**src/rtl/sync_fifo_drain.sv**
```systemverilog
// sync_fifo_drain: pulls bursts of words from an upstream FIFO into a
// 2-entry output buffer and presents them on a valid/ready interface.
// A burst starts once BURST_LEN words are available, or earlier on a
// flush request.
// Optional feature: define SYNC_FIFO_DRAIN_PARITY_EN to add out_parity,
// the XOR of out_data.
module sync_fifo_drain #(
    parameter int DATA_WIDTH = 8,
    parameter int CNT_WIDTH  = 9,
    parameter int BURST_LEN  = 4
) (
    input  logic                  clk,
    input  logic                  reset,
    input  logic                  fifo_empty,
    input  logic [CNT_WIDTH-1:0]  fifo_fcounter,
    input  logic [DATA_WIDTH-1:0] fifo_rdata,
    output logic                  fifo_r_enable,
    input  logic                  flush,
    output logic                  out_valid,
    input  logic                  out_ready,
    output logic [DATA_WIDTH-1:0] out_data,
    output logic                  busy,
    output logic [15:0]           word_count
`ifdef SYNC_FIFO_DRAIN_PARITY_EN
    ,
    output logic                  out_parity
`endif
);

    localparam logic [CNT_WIDTH-1:0] BURST_CNT  = CNT_WIDTH'(BURST_LEN);
    localparam logic [3:0]           BURST_INIT = 4'(BURST_LEN);

    typedef enum logic [1:0] {
        IDLE,
        BURST,
        DRAIN
    } state_t;

    state_t                  state;
    logic [3:0]              burst_left;
    logic                    pending;     // read issued last cycle, data on fifo_rdata now
    logic [1:0]              occ;         // output buffer occupancy
    logic [DATA_WIDTH-1:0]   slot1;       // second buffer entry; out_data is the head
    logic                    pop;
    logic                    push;
    logic                    start_full;
    logic                    start_flush;
    logic [2:0]              committed;

    assign pop         = out_valid && out_ready;
    assign push        = pending;
    assign out_valid   = (occ != 2'd0);
    assign start_full  = (fifo_fcounter >= BURST_CNT);
    assign start_flush = flush && !fifo_empty;

    // Slots that will be in use after this edge: a word leaving this cycle
    // frees its slot, which keeps reads back-to-back at full throughput.
    assign committed = {1'b0, occ} + {2'b0, pending} - {2'b0, pop};

    // The pop request is gated combinationally by fifo_empty so that a flag
    // rising mid-burst can never cause an underflow read.
    assign fifo_r_enable = (state == BURST) && (burst_left != 4'd0) &&
                           !fifo_empty && (committed < 3'd2);

`ifdef SYNC_FIFO_DRAIN_PARITY_EN
    assign out_parity = ^out_data;
`endif

    // Burst control FSM: state, remaining reads and the busy flag.
    always_ff @(posedge clk or negedge reset) begin
        if (!reset) begin
            state      <= IDLE;
            burst_left <= '0;
            busy       <= 1'b0;
        end else begin
            case (state)
                IDLE: begin
                    if (start_full) begin
                        state      <= BURST;
                        burst_left <= BURST_INIT;
                        busy       <= 1'b1;
                    end else if (start_flush) begin
                        // fewer than BURST_LEN words here, so the count fits
                        state      <= BURST;
                        burst_left <= 4'(fifo_fcounter);
                        busy       <= 1'b1;
                    end
                end
                BURST: begin
                    if (burst_left == 4'd0 || fifo_empty) begin
                        state      <= DRAIN;
                        burst_left <= '0;
                    end else if (fifo_r_enable) begin
                        burst_left <= burst_left - 4'd1;
                    end
                end
                DRAIN: begin
                    if (occ == 2'd0 && !pending) begin
                        state <= IDLE;
                        busy  <= 1'b0;
                    end
                end
                default: begin
                    state      <= IDLE;
                    burst_left <= '0;
                    busy       <= 1'b0;
                end
            endcase
        end
    end

    // Track the read whose data arrives on fifo_rdata next cycle.
    always_ff @(posedge clk or negedge reset) begin
        if (!reset) begin
            pending <= 1'b0;
        end else begin
            pending <= fifo_r_enable;
        end
    end

    // Two-entry output buffer in FIFO order; out_data is the head entry.
    always_ff @(posedge clk or negedge reset) begin
        if (!reset) begin
            occ      <= '0;
            out_data <= '0;
            slot1    <= '0;
        end else begin
            case ({push, pop})
                2'b10: begin
                    if (occ == 2'd0) begin
                        out_data <= fifo_rdata;
                    end else begin
                        slot1 <= fifo_rdata;
                    end
                    occ <= occ + 2'd1;
                end
                2'b01: begin
                    if (occ == 2'd2) begin
                        out_data <= slot1;
                    end
                    occ <= occ - 2'd1;
                end
                2'b11: begin
                    if (occ == 2'd1) begin
                        out_data <= fifo_rdata;
                    end else begin
                        out_data <= slot1;
                        slot1    <= fifo_rdata;
                    end
                end
                default: begin
                end
            endcase
        end
    end

    // Count words accepted by the consumer, wrapping at 16 bits.
    always_ff @(posedge clk or negedge reset) begin
        if (!reset) begin
            word_count <= '0;
        end else if (pop) begin
            word_count <= word_count + 16'd1;
        end
    end

endmodule

```
**config.mk**
```make
export PLATFORM = sky130hd
export DESIGN_NAME = sync_fifo_drain
export DESIGN_NICKNAME = d
export VERILOG_FILES = /design/src/rtl/sync_fifo_drain.sv
export SDC_FILE = /design/constraint.sdc
export NUM_CORES = 1
export LEC_CHECK = 0
export CAP_MARGIN = 20
export CORE_MARGIN = 3
export CORE_UTILIZATION = 40
export DETAILED_ROUTE_END_ITERATION = 12
export PLACE_DENSITY_LB_ADDON = 0.25
export SYNTH_ARGS = -nofsm -noshare
export SYNTH_HDL_FRONTEND = slang
export SYNTH_SLANG_ARGS = --single-unit
```
**constraint.sdc**
```tcl
create_clock -name clk -period 3.52 [get_ports clk]
set_input_delay 0.88 -clock clk [delete_from_list [all_inputs] [get_ports clk]]
set_output_delay 0.88 -clock clk [all_outputs]
set_load 0.02 [all_outputs]
```
Word-level counts from Yosys, hierarchy flattened
Index checks and enable logic that the tools add are counted.
{"block": "op_classes", "n_addsub": 6, "mul": 0, "div_mod_pow": 0, "n_lt_le_gt_ge": 2, "eq_ne": 15, "n_shift": 0, "muxes": 22, "bitwise": 2, "reduce_logical": 22}
{"op": "8-bit 2-to-1 mux", "count": 5}
{"op": "8-bit one-hot mux with 3 select lines", "count": 1}
{"op": "16-bit by 1-bit adder with 16-bit output, second input constant", "count": 1}
{"op": "4-bit 2-to-1 mux", "count": 4}
{"op": "8-bit one-hot mux with 2 select lines", "count": 1}
{"op": "3-bit AND reduction", "count": 5}
{"op": "4-bit one-hot mux with 3 select lines", "count": 1}
{"op": "2-bit != test, second input constant", "count": 5}
{"op": "9-bit by 3-bit greater-or-equal comparator with 1-bit output, second input constant", "count": 1}
{"op": "2-bit == test, second input constant", "count": 4}
{"op": "2-bit 2-to-1 mux", "count": 4}
{"op": "2-bit by 1-bit == test with 1-bit output, second input constant", "count": 3}
{"op": "1-bit logical AND", "count": 6}
{"op": "2-bit one-hot mux with 3 select lines", "count": 1}
{"op": "2-bit nonzero test", "count": 3}
{"op": "2-bit logical NOT", "count": 2}
{"op": "4-bit logical NOT", "count": 1}
{"op": "2-bit one-hot mux with 2 select lines", "count": 1}
{"op": "4-bit nonzero test", "count": 1}
{"op": "4-bit by 1-bit subtractor with 4-bit output, second input constant", "count": 1}
{"op": "2-bit by 1-bit adder with 3-bit output", "count": 1}
{"op": "3-bit by 2-bit < comparator with 1-bit output, second input constant", "count": 1}
{"op": "1-bit 2-to-1 mux", "count": 3}
{"op": "3-bit by 2-bit != test with 1-bit output, second input constant", "count": 1}
{"op": "10 further kinds", "count": 12}
{"block": "word_totals", "reg_bits": 42, "latch_bits": 0, "ram_bits": 0, "mem_bits_ro": 0, "n_memories": 0}

Longest topological paths before layout
Gate-level depths: netlist of the first run.
{"block": "depth", "ltp_word": 8, "depth_mapped": 12, "ltp_nobuf": 12}

Worst setup path before layout of the first run
OpenSTA, ideal clock, no wires.
{"block": "synth_timing", "kind": "reg2out", "from": "register occ[1]", "to": "output fifo_r_enable", "arrival_ns": 2.284, "path_slack_ns": 0.356, "path_stages_with_launch": 11, "n_path_buf": 0, "path_cell_list": "dfrtp_1 > inv_1 > ha_1 > inv_2 > nand2_1 > nor2_1 > o21ai_0 > fa_1 > xnor2_1 > nand2_1 > nor2_1"}
{"block": "synth_between", "elab_chain_cells": 5}
{"item": "start: declaration", "line_no": "42", "text": "logic [1:0] occ;"}
{"item": "start signal: assignment", "line_no": "135", "text": "occ <= occ + 2'd1;"}
{"item": "start signal: assignment", "line_no": "141", "text": "occ <= occ - 2'd1;"}
{"item": "2-bit nonzero test", "line_no": "52", "text": "assign out_valid = (occ != 2'd0);"}
{"item": "net out_valid", "line_no": "19", "text": "output logic out_valid,"}
{"item": "1-bit logical AND", "line_no": "50", "text": "assign pop = out_valid && out_ready;"}
{"item": "3-bit by 1-bit subtractor with 3-bit output", "line_no": "58", "text": "assign committed = {1'b0, occ} + {2'b0, pending} - {2'b0, pop};"}
{"item": "3-bit by 2-bit < comparator with 1-bit output", "line_no": "63", "text": "!fifo_empty && (committed < 3'd2);"}
{"item": "1-bit logical AND", "line_no": "63"}
{"item": "end: declaration", "line_no": "17", "text": "output logic fifo_r_enable,"}
The timed path passes the listed nets, and every way through them passes these cells.

Final worst setup path of the first run
{"block": "layout_timing", "from": "input out_ready", "to": "output fifo_r_enable"}
{"block": "layout_between", "elab_chain_cells": 4}
{"item": "start: declaration", "line_no": "20", "text": "input logic out_ready,"}
{"item": "1-bit logical AND", "line_no": "50"}
{"item": "net pop", "line_no": "44", "text": "logic pop;"}
{"item": "3-bit by 1-bit subtractor with 3-bit output", "line_no": "58"}
{"item": "3-bit by 2-bit < comparator with 1-bit output", "line_no": "63"}
{"item": "1-bit logical AND", "line_no": "63"}
The timed path passes the listed nets, and every way through them passes these cells.

==> impl_metrics.toml, run 1 <==
[run_status]
status = "completed"

[sta]
min_period_over_period_pct = 92.7
grt_setup_unrepaired = "false"
finClkSkew_ps = 4.62
final_max_slew_viol_count = 0
worstMarginPinSlew_ps = 918
hold_viol_final = 0
slew_headroom_pct = 38.8
timing.fmax_ghz = 0.306
holdWs_ps = 477
setup_violations = 0
fin_crit_ps = 3260

[worst_setup_path]
rrSetupSlack_ps = 910
critPathMaxFanout = 3
endpoint = "fifo_r_enable"
rr_worst_depth = 12
r2r_end = "burst_left[3]$_DFFE_PN0P_"
setup.worst_path.class = "in -> out"
required_ps = 2640
endpoint_kind = "primary output"
crit_arrival_ps = 2380
startpoint = "out_ready"
critPathLaunchType = "input pin"
r2r-start = "occ[0]$_DFFE_PN0P_"

[layout]
drive_gt1_share_pct = 15.1
fin_util_pct = 55.1
antennaDiodeCount = 0
fin_cells = 321
area_growth_pct = 32.2
final_nets = 282

[routing]
wl_mm = 4.15
wire_per_inst_um = 12.9
drc = 0
num_vias = 1575
viasPerCell = 4.91
drtIter0Drc = 48
antenna_left = 0
first_pass_iters = 4

[clock_network]
clk_path_buf_depth = 2
postCtsSetupBuffers = 0
clk-insertion-delay-late_ps = 290
cts_made_buffers = 5
cts.htree.levels = 2
clock_sinks = 42
cts.clk_slew.worst_paths_ps = 80
cts-root-buf = "clkbuf_8"
cts_tree = "yes"

[die]
io_pins = 49
fp-row-count = 26
die_w_um = 79.2
core-area_um2 = 5140
die_h_um = 79.2
die_area_um2 = 6270
initial_core_util_pct = 41.7

[min_path]
min_path_type = "reg -> reg"

[logic_synthesis]
yosysUniqueCellTypes = 42
avgSynthCellArea_um2 = 11.3
yosysWarningCount = 0
yosys_register_bits = 42
synth_nets = 222
ys.flop_type = "dfrtp_1"
async_reset_ff_share_pct = 100
ys_seq_area_share_pct = 49.0
synth_area_um2 = 2140
synthCells = 190
synth_edf_count = 0

[global_route]
grt_max_degree = 43
antenna_found_initial = 0
grt_overflow = 0
track_usage_pct = 14.4
grt_first_pass_wirelength_mm = 7.13
grt_pass1_vias = 1536

[placed_design]
place_congestion = 0.829
io_buffers = 48
dp.cells = 313
dp_hpwl_mm = 3.12

[pwr]
leakage_uw = 0.00120
irDropWorstVdd_uv = 408
power-per-cell-area_nw_per_um2 = 739

[job]
maxCapViolations = 0
## worst max-delay path, cell delays in order
cell and delay [ps]:
dlygate4sd2_1 260, nand2_2 100, inv_1 60, nor2_1 80, o21ai_0 90, fa_1 390, xnor2_1 140, nand2_1 90
nor2_1 120, buf_4 160
## kinds of logic (layout without fill, tap and decap cells)
logic type / Yosys count / in the layout / synth area share (%)
AO/OA/AOI/OAI: 37 / 37 / 14.0
buffers and inverters: 13 / 74 / 2.69
adder cells (fa/ha/maj): 10 / 10 / 6.19
multiplexers: 8 / 8 / 4.20
AND/OR/NAND/NOR: 61 / 61 / 16.2
flip-flops: 42 / 42 / 49.0
XOR/XNOR: 19 / 19 / 7.76
## power by group
group | internal, µW | leakage (µW) | switching, µW
sequential | 649 | 0.000531 | 142
clock | 139 | 0.0000441 | 171
combinational | 491 | 0.000621 | 504
total | 1280 | 0.00120 | 816
## how the worst min path moves through the flow
stage                                           from                          to  slack [ps]  cells after the start
after floorplan                 slot1[0]$_DFFE_PN0P_        slot1[0]$_DFFE_PN0P_         480                      1
after global placement    word_count[15]$_DFFE_PN0P_  word_count[15]$_DFFE_PN0P_         460                      1
after detailed placement  word_count[15]$_DFFE_PN0P_  word_count[15]$_DFFE_PN0P_         480                      1
after CTS                 word_count[15]$_DFFE_PN0P_  word_count[15]$_DFFE_PN0P_         490                      1
after global routing      word_count[15]$_DFFE_PN0P_  word_count[15]$_DFFE_PN0P_         520                      1
final                     word_count[15]$_DFFE_PN0P_  word_count[15]$_DFFE_PN0P_         480                      1
## repair_timing
action,in CTS,in global routing
endpoints found under the setup margin,1,0
resized for setup,8,0
hold buffers,0,0
## sequential cells by signal, indices dropped and copies added, names as in the netlist
register    cells
word_count     16
out_data        8
slot1           8
burst_left      4
occ             2
state           2
busy            1
pending         1
## Yosys cell counts, drive strengths merged, types with 3 or more instances
master  instances  area, µm²
mux2            8       90.1
a22oi           9       67.6
nand3           9       45.0
inv            11       41.3
o32ai           3       26.3
nor2           18       67.6
nand2          13       48.8
xor2            6       52.6
xnor2          13        114
a21oi          14       85.1
dfrtp          42       1050
ha              9        113
nand4           3       18.8
## layer usage
| layer | GRT usage [%] | up-vias | wire length [µm] |
|---|---|---|---|
| li1 | - | 795 | - |
| met5 | 0 | - | 0 |
| met2 | 22.8 | 32 | 1960 |
| met4 | 4.64 | 0 | 23 |
| met3 | 3.74 | 2 | 185 |
| met1 | 19.3 | 746 | 1980 |
## through the flow
step                TNS, ps  worst slack, ps  area [µm²]  power [µW]
finish                    0              257        2830        2100
global route              0             62.6        2830        2270
floorplan                 0              356        2140        1430
global placement       -434             -434        2740        1780
detailed placement     -486             -486        2740        1800
CTS                       0              236        2830        2120
## cell type report
cell class,count,area (µm²)
Clock inverter,3,21.3
Timing Repair Buffer,55,524
Sequential cell,42,1050
Inverter,11,41.3
Multi-Input combinational cell,135,1040
Tap cell,70,87.6
Fill cell,488,2310
Clock buffer,5,68.8
## cell usage in the layout, fill, tap and decap left out, drive strengths merged, types with 3 or more instances in the layout
cell type,count
nand3,9
inv,11
clkbuf,5
clkdlybuf4s50,45
nand4,3
nand2,13
nor2,18
o32ai,3
mux2,8
dfrtp,42
a21oi,14
buf,9
ha,9
xor2,6
xnor2,13
a22oi,9
Power figures use the tool's default switching activity.
==> run 2: changes to the inputs <==
--- a/config.mk
+++ b/config.mk
@@ -5,11 +5,12 @@
 export SDC_FILE = /design/constraint.sdc
 export NUM_CORES = 1
 export LEC_CHECK = 0
+export ABC_CLOCK_PERIOD_IN_PS = 3520
 export CAP_MARGIN = 20
 export CORE_MARGIN = 3
 export CORE_UTILIZATION = 40
 export DETAILED_ROUTE_END_ITERATION = 12
-export PLACE_DENSITY_LB_ADDON = 0.25
+export PLACE_DENSITY = 0.77
 export SYNTH_ARGS = -nofsm -noshare
 export SYNTH_HDL_FRONTEND = slang
 export SYNTH_SLANG_ARGS = --single-unit
==> run 2 against run 1 <==
Clock skew is 1.6 ps lower. Final cell count shrank 0.31%. Utilization is 0.12 points higher. Critical path depth is 2 higher. Setup slack improved by 160 ps. Maximum frequency up 5.1%. Via count grew 2.4%. Clock-buffer cell count is 1 higher. Critical endpoint unchanged.
==> impl_metrics.toml, run 2 (synthesis results as in run 1) <==
[routing]
num_vias = 1613
first_pass_iters = 4
drc = 0
wl_mm = 4.17
antenna_left = 0
wire_per_inst_um = 13.0
drtIter0Drc = 99
viasPerCell = 5.04

[pwr]
power.switching_uw = 805
p_seq_share_pct = 37.6
leakage_uw = 0.00121
p_sw_share_pct = 38.3
intPower_uw = 1300
combPwrFrac_pct = 48.0
p_clk_share_pct = 14.5
power_uw = 2100
power-per-cell-area_nw_per_um2 = 741
irDropWorstVdd_uv = 340

[worst_setup_path]
rrSetupSlack_ps = 1030
critPathMaxFanout = 3
startpoint = "occ[0]$_DFFE_PN0P_"
endpoint_kind = "primary output"
rr_worst_depth = 13
crit_arrival_ps = 2220
setup.worst_path.class = "reg -> out"
critPathLaunchType = "register"
endpoint = "fifo_r_enable"
r2r-start = "occ[0]$_DFFE_PN0P_"
required_ps = 2640
r2r_end = "burst_left[3]$_DFFE_PN0P_"

[placed_design]
place_congestion = 0.879
dp_hpwl_mm = 3.12
place_ws_ps = -487
io_buffers = 48

[layout]
final_cell_mix = "clkdlybuf4s50_1, dfrtp_1, nor2_1"
regMostFlops = "word_count"
final_common_cell = "clkdlybuf4s50_1"
area_growth_pct = 32.5
antennaDiodeCount = 0
regArea_um2 = 1050
largest_reg_flops = 16
drive_gt1_share_pct = 15.2
top_regs = "word_count x16, out_data x8, slot1 x8"
fillers = 492
multiInputGateArea_um2 = 1040
final_nets = 283

[job]
maxCapViolations = 0

[sta]
fin_crit_ps = 3100
final_max_slew_viol_count = 0
finClkSkew_ps = 3.00
min_period_over_period_pct = 88.2
setup_ws_ps = 417
hold_viol_final = 0
worstMarginPinSlew_ps = 936
slew_headroom_pct = 37.6
grt_setup_unrepaired = "false"
timing.fmax_ghz = 0.322
setup_violations = 0

[die]
io_pins = 49
initial_core_util_pct = 41.7
die_area_um2 = 6270
die_h_um = 79.2
core-area_um2 = 5140
fp-row-count = 26
die_w_um = 79.2

[clock_network]
clk_path_buf_depth = 2
clock_sinks = 42
ctsHoldBuffers = 0
cts.htree.levels = 2
cts_made_buffers = 5
cts_tree = "yes"
clk-insertion-delay-late_ps = 280
postCtsSetupBuffers = 0
cts-root-buf = "clkbuf_8"
cts.clk_slew.worst_paths_ps = 80

[global_route]
antenna_found_initial = 0
track_usage_pct = 14.9
grt_overflow = 0
grt_max_degree = 43
grt_pass1_vias = 1656
grt_first_pass_wirelength_mm = 7.51

[min_path]
min_path_type = "reg -> reg"

[run_status]
status = "completed"
==> run 2: cell types whose count changed in the layout (fill, tap and decap cells not counted), sizes merged <==
cell and change:
clkinv -2, buf +1, clkbuf +1, clkinvlp -1
dlygate4sd2 -1, dlymetal6s2s +1
==> run 2: area by class of cell <==
class	count	share of cell area, %
Clock buffer	6	2.91
Timing Repair Buffer	56	18.9
Multi-Input combinational cell	135	36.7
Sequential cell	42	37.0
Tap cell	70	3.08
Inverter	11	1.45
==> run 2: critical path, cell delays in order (launching register included) <==
cell	delay (ps)
dfrtp_1	390
inv_1	110
ha_1	190
inv_2	70
nand2_2	100
inv_1	60
nor2_1	90
o21ai_1	80
fa_1	380
xnor2_1	140
nand2_1	100
nor2_2	100
buf_4	150
==> run 2: stage by stage <==
step / area [µm²] / TNS [ps] / cells / hold WS [ps] / util [%]
2_1_floorplan: 2140 / 0 / 190 / 482 / -
3_3_place_gp: 2750 / -442 / 314 / 460 / 53.5
3_5_place_dp: 2750 / -487 / 314 / 466 / 53.5
4_1_cts: 2840 / 0 / 320 / 476 / 55.2
5_1_grt: 2840 / 0 / 320 / 504 / 55.3
6_report: 2840 / 0 / 320 / 470 / 55.3
==> run 2: power groups by stage <==
stage	Clock (µW)	Sequential (µW)	Combinational, µW
after floorplan	0	886	545
after global placement	0	794	996
after detailed placement	0	800	1010
after CTS	314	791	1020
after global routing	335	816	1120
final	304	791	1010
==> run 2: worst min path at each step <==
stage / start / slack (ps) / endpoint / depth (start not counted)
after global routing: word_count[15]$_DFFE_PN0P_ / 500 / word_count[15]$_DFFE_PN0P_ / 1
after floorplan: slot1[0]$_DFFE_PN0P_ / 480 / slot1[0]$_DFFE_PN0P_ / 1
after global placement: word_count[15]$_DFFE_PN0P_ / 460 / word_count[15]$_DFFE_PN0P_ / 1
after CTS: word_count[15]$_DFFE_PN0P_ / 480 / word_count[15]$_DFFE_PN0P_ / 1
final: word_count[15]$_DFFE_PN0P_ / 470 / word_count[15]$_DFFE_PN0P_ / 1
after detailed placement: word_count[15]$_DFFE_PN0P_ / 470 / word_count[15]$_DFFE_PN0P_ / 1
==> run 2: timing repair <==
action                     in CTS  in global routing
resized for setup               8                  2
pin swaps                       2                  1
setup endpoints to repair       1                  1
==> run 2: routing by layer <==
| metal | part of all wire [%] | global-route usage, % | up-vias |
|---|---|---|---|
| li1 | - | - | 796 |
| met1 | 46 | 18.5 | 793 |
| met2 | 51 | 25.9 | 22 |
| met3 | 3.2 | 3.51 | 2 |
| met4 | 0.55 | 4.30 | 0 |
| met5 | 0 | 0 | - |
==> run 3: changes to the inputs <==
--- a/config.mk
+++ b/config.mk
@@ -10,7 +10,7 @@
 export CORE_MARGIN = 3
 export CORE_UTILIZATION = 40
 export DETAILED_ROUTE_END_ITERATION = 12
-export PLACE_DENSITY = 0.77
+export PLACE_DENSITY = 0.66
 export SYNTH_ARGS = -nofsm -noshare
 export SYNTH_HDL_FRONTEND = slang
 export SYNTH_SLANG_ARGS = --single-unit
==> run 3 against run 2 <==
First-iteration DRC count shrank 45%. Register-to-register slack lost 80 ps. Utilization grew 0.17 points. Setup slack lost 310 ps. Worst hold slack lost 0.57 ps. Global-route usage shrank 1.4 points. Critical path type is now in -> out. Largest power group unchanged. Clock power grew 4%. Sequential share of layout area shrank 0.11 points. Flip-flop and latch count is the same. Critical path depth shrank 4. Via count shrank 1.1%.
==> impl_metrics.toml, run 3 (synthesis results as in run 1) <==
[layout]
final_cell_mix = "clkdlybuf4s50_1, dfrtp_1, nor2_1"
drive_gt1_share_pct = 15.9
antennaDiodeCount = 0
final_common_cell = "clkdlybuf4s50_1"
top_regs = "word_count x16, out_data x8, slot1 x8"
largest_reg_flops = 16
fin_util_pct = 55.4
final_nets = 283
regMostFlops = "word_count"
area_growth_pct = 32.9

[routing]
wl_mm = 4.11
antenna_left = 0
num_vias = 1595
drc = 0
wire_per_inst_um = 12.7
first_pass_iters = 4
viasPerCell = 4.95
drtIter0Drc = 54

[pwr]
p_sw_share_pct = 38.4
combPwrFrac_pct = 47.4
power_uw = 2120
power.switching_uw = 812
p_clk_share_pct = 14.9
p_seq_share_pct = 37.6
intPower_uw = 1300
power-per-cell-area_nw_per_um2 = 743
irDropWorstVdd_uv = 363
leakage_uw = 0.00120

[sta]
holdWs_ps = 469
slew_headroom_pct = 39.7
setup_violations = 0
hold_viol_final = 0
finClkSkew_ps = 5.04
final_max_slew_viol_count = 0
min_period_over_period_pct = 97.0
fin_crit_ps = 3420
timing.fmax_ghz = 0.293
setup_ws_ps = 105
worstMarginPinSlew_ps = 904

[min_path]
min_path_type = "reg -> reg"
hold_depth = 1
min_to = "word_count[15]$_DFFE_PN0P_"
holdCritStartpoint = "word_count[15]$_DFFE_PN0P_"

[global_route]
grt_first_pass_wirelength_mm = 6.77
track_usage_pct = 13.6
grt_max_degree = 43
antenna_found_initial = 0
grt_pass1_vias = 1466
grt_overflow = 0

[clock_network]
cts.clk_slew.worst_paths_ps = 80
cts-root-buf = "clkbuf_8"
cts_tree = "yes"
cts.htree.levels = 2
clock_sinks = 42
clk-insertion-delay-late_ps = 290
cts_made_buffers = 5
clk_path_buf_depth = 2
ctsHoldBuffers = 0

[worst_setup_path]
rr_worst_depth = 11
critPathLaunchType = "input pin"
r2r-start = "occ[0]$_DFFE_PN0P_"
endpoint_kind = "primary output"
required_ps = 2640
r2r_end = "burst_left[1]$_DFFE_PN0P_"
crit_arrival_ps = 2540
critPathMaxFanout = 4
rrSetupSlack_ps = 950
setup.worst_path.class = "in -> out"

[die]
die_h_um = 79.2
io_pins = 49
die_area_um2 = 6270
core-area_um2 = 5140
initial_core_util_pct = 41.7
fp-row-count = 26
die_w_um = 79.2

[placed_design]
place_congestion = 0.795
io_buffers = 48
place_ws_ps = -457
dp_hpwl_mm = 3.12

[run_status]
status = "completed"

[job]
maxCapViolations = 0
## run 3: cell count changes in the layout (fill, tap and decap cells not counted)
cell             change
clkbuf_1             +1
clkdlybuf4s50_1      +1
clkinv_2             +1
dlymetal6s2s_1       -1
fa_1                 -1
fa_2                 +1
## run 3: how the worst max path moves through the flow
stage	startpoint	to	slack, ps	cells past startpoint
2_1_floorplan	occ[1]$_DFFE_PN0P_	fifo_r_enable	360	10
3_3_place_gp	out_ready	fifo_r_enable	-390	9
3_5_place_dp	out_ready	fifo_r_enable	-460	9
4_1_cts	out_ready	fifo_r_enable	7	9
5_1_grt	out_ready	fifo_r_enable	-0.1	8
6_report	out_ready	fifo_r_enable	100	8
## run 3: layer usage
| layer | up-vias | track usage (%) | part of all wire (%) | wire [µm] |
|---|---|---|---|---|
| met5 | - | 0 | 0 | 0 |
| li1 | 796 | - | - | - |
| met3 | 6 | 2.72 | 3.6 | 148 |
| met1 | 761 | 18.0 | 46 | 1910 |
| met2 | 32 | 22.1 | 49 | 2000 |
| met4 | 0 | 4.64 | 1.1 | 46 |
## run 3: through the flow
stage / TNS, ps / area, µm² / instances
6_report: 0 / 2850 / 322
5_1_grt: -0.134 / 2850 / 322
4_1_cts: 0 / 2840 / 322
3_5_place_dp: -457 / 2750 / 314
3_3_place_gp: -391 / 2750 / 314
2_1_floorplan: 0 / 2140 / 190
## run 3: worst max-delay path, stage by stage
cell	delay [ps]
clkdlybuf4s50_1	490
nand2_2	80
nor2_2	110
o21ai_1	100
fa_2	530
nand2_1	70
nor2_2	130
buf_4	150
## run 3: layout make-up
class	instances	area (µm²)
fill	481	2290
sequential	42	1050
multi-input combinational	135	1040
timing repair buffer	56	533
tap	70	87.6
clock buffer	7	86.3
inverter	11	41.3
clock inverter	1	5.00
## run 3: power by group through the flow
stage          Combinational [µW]  Clock (µW)  Sequential, µW
2_1_floorplan                 545           0             886
3_5_place_dp                 1000           0             807
5_1_grt                      1100         349             823
3_3_place_gp                  991           0             800
4_1_cts                      1010         324             798
6_report                     1000         316             796
## run 3: repair_timing
action,4_1_cts,5_1_grt
gates cloned,0,0
pin swaps,0,1
setup endpoints to repair,1,1
setup buffers,0,0
gates resized for setup,6,4
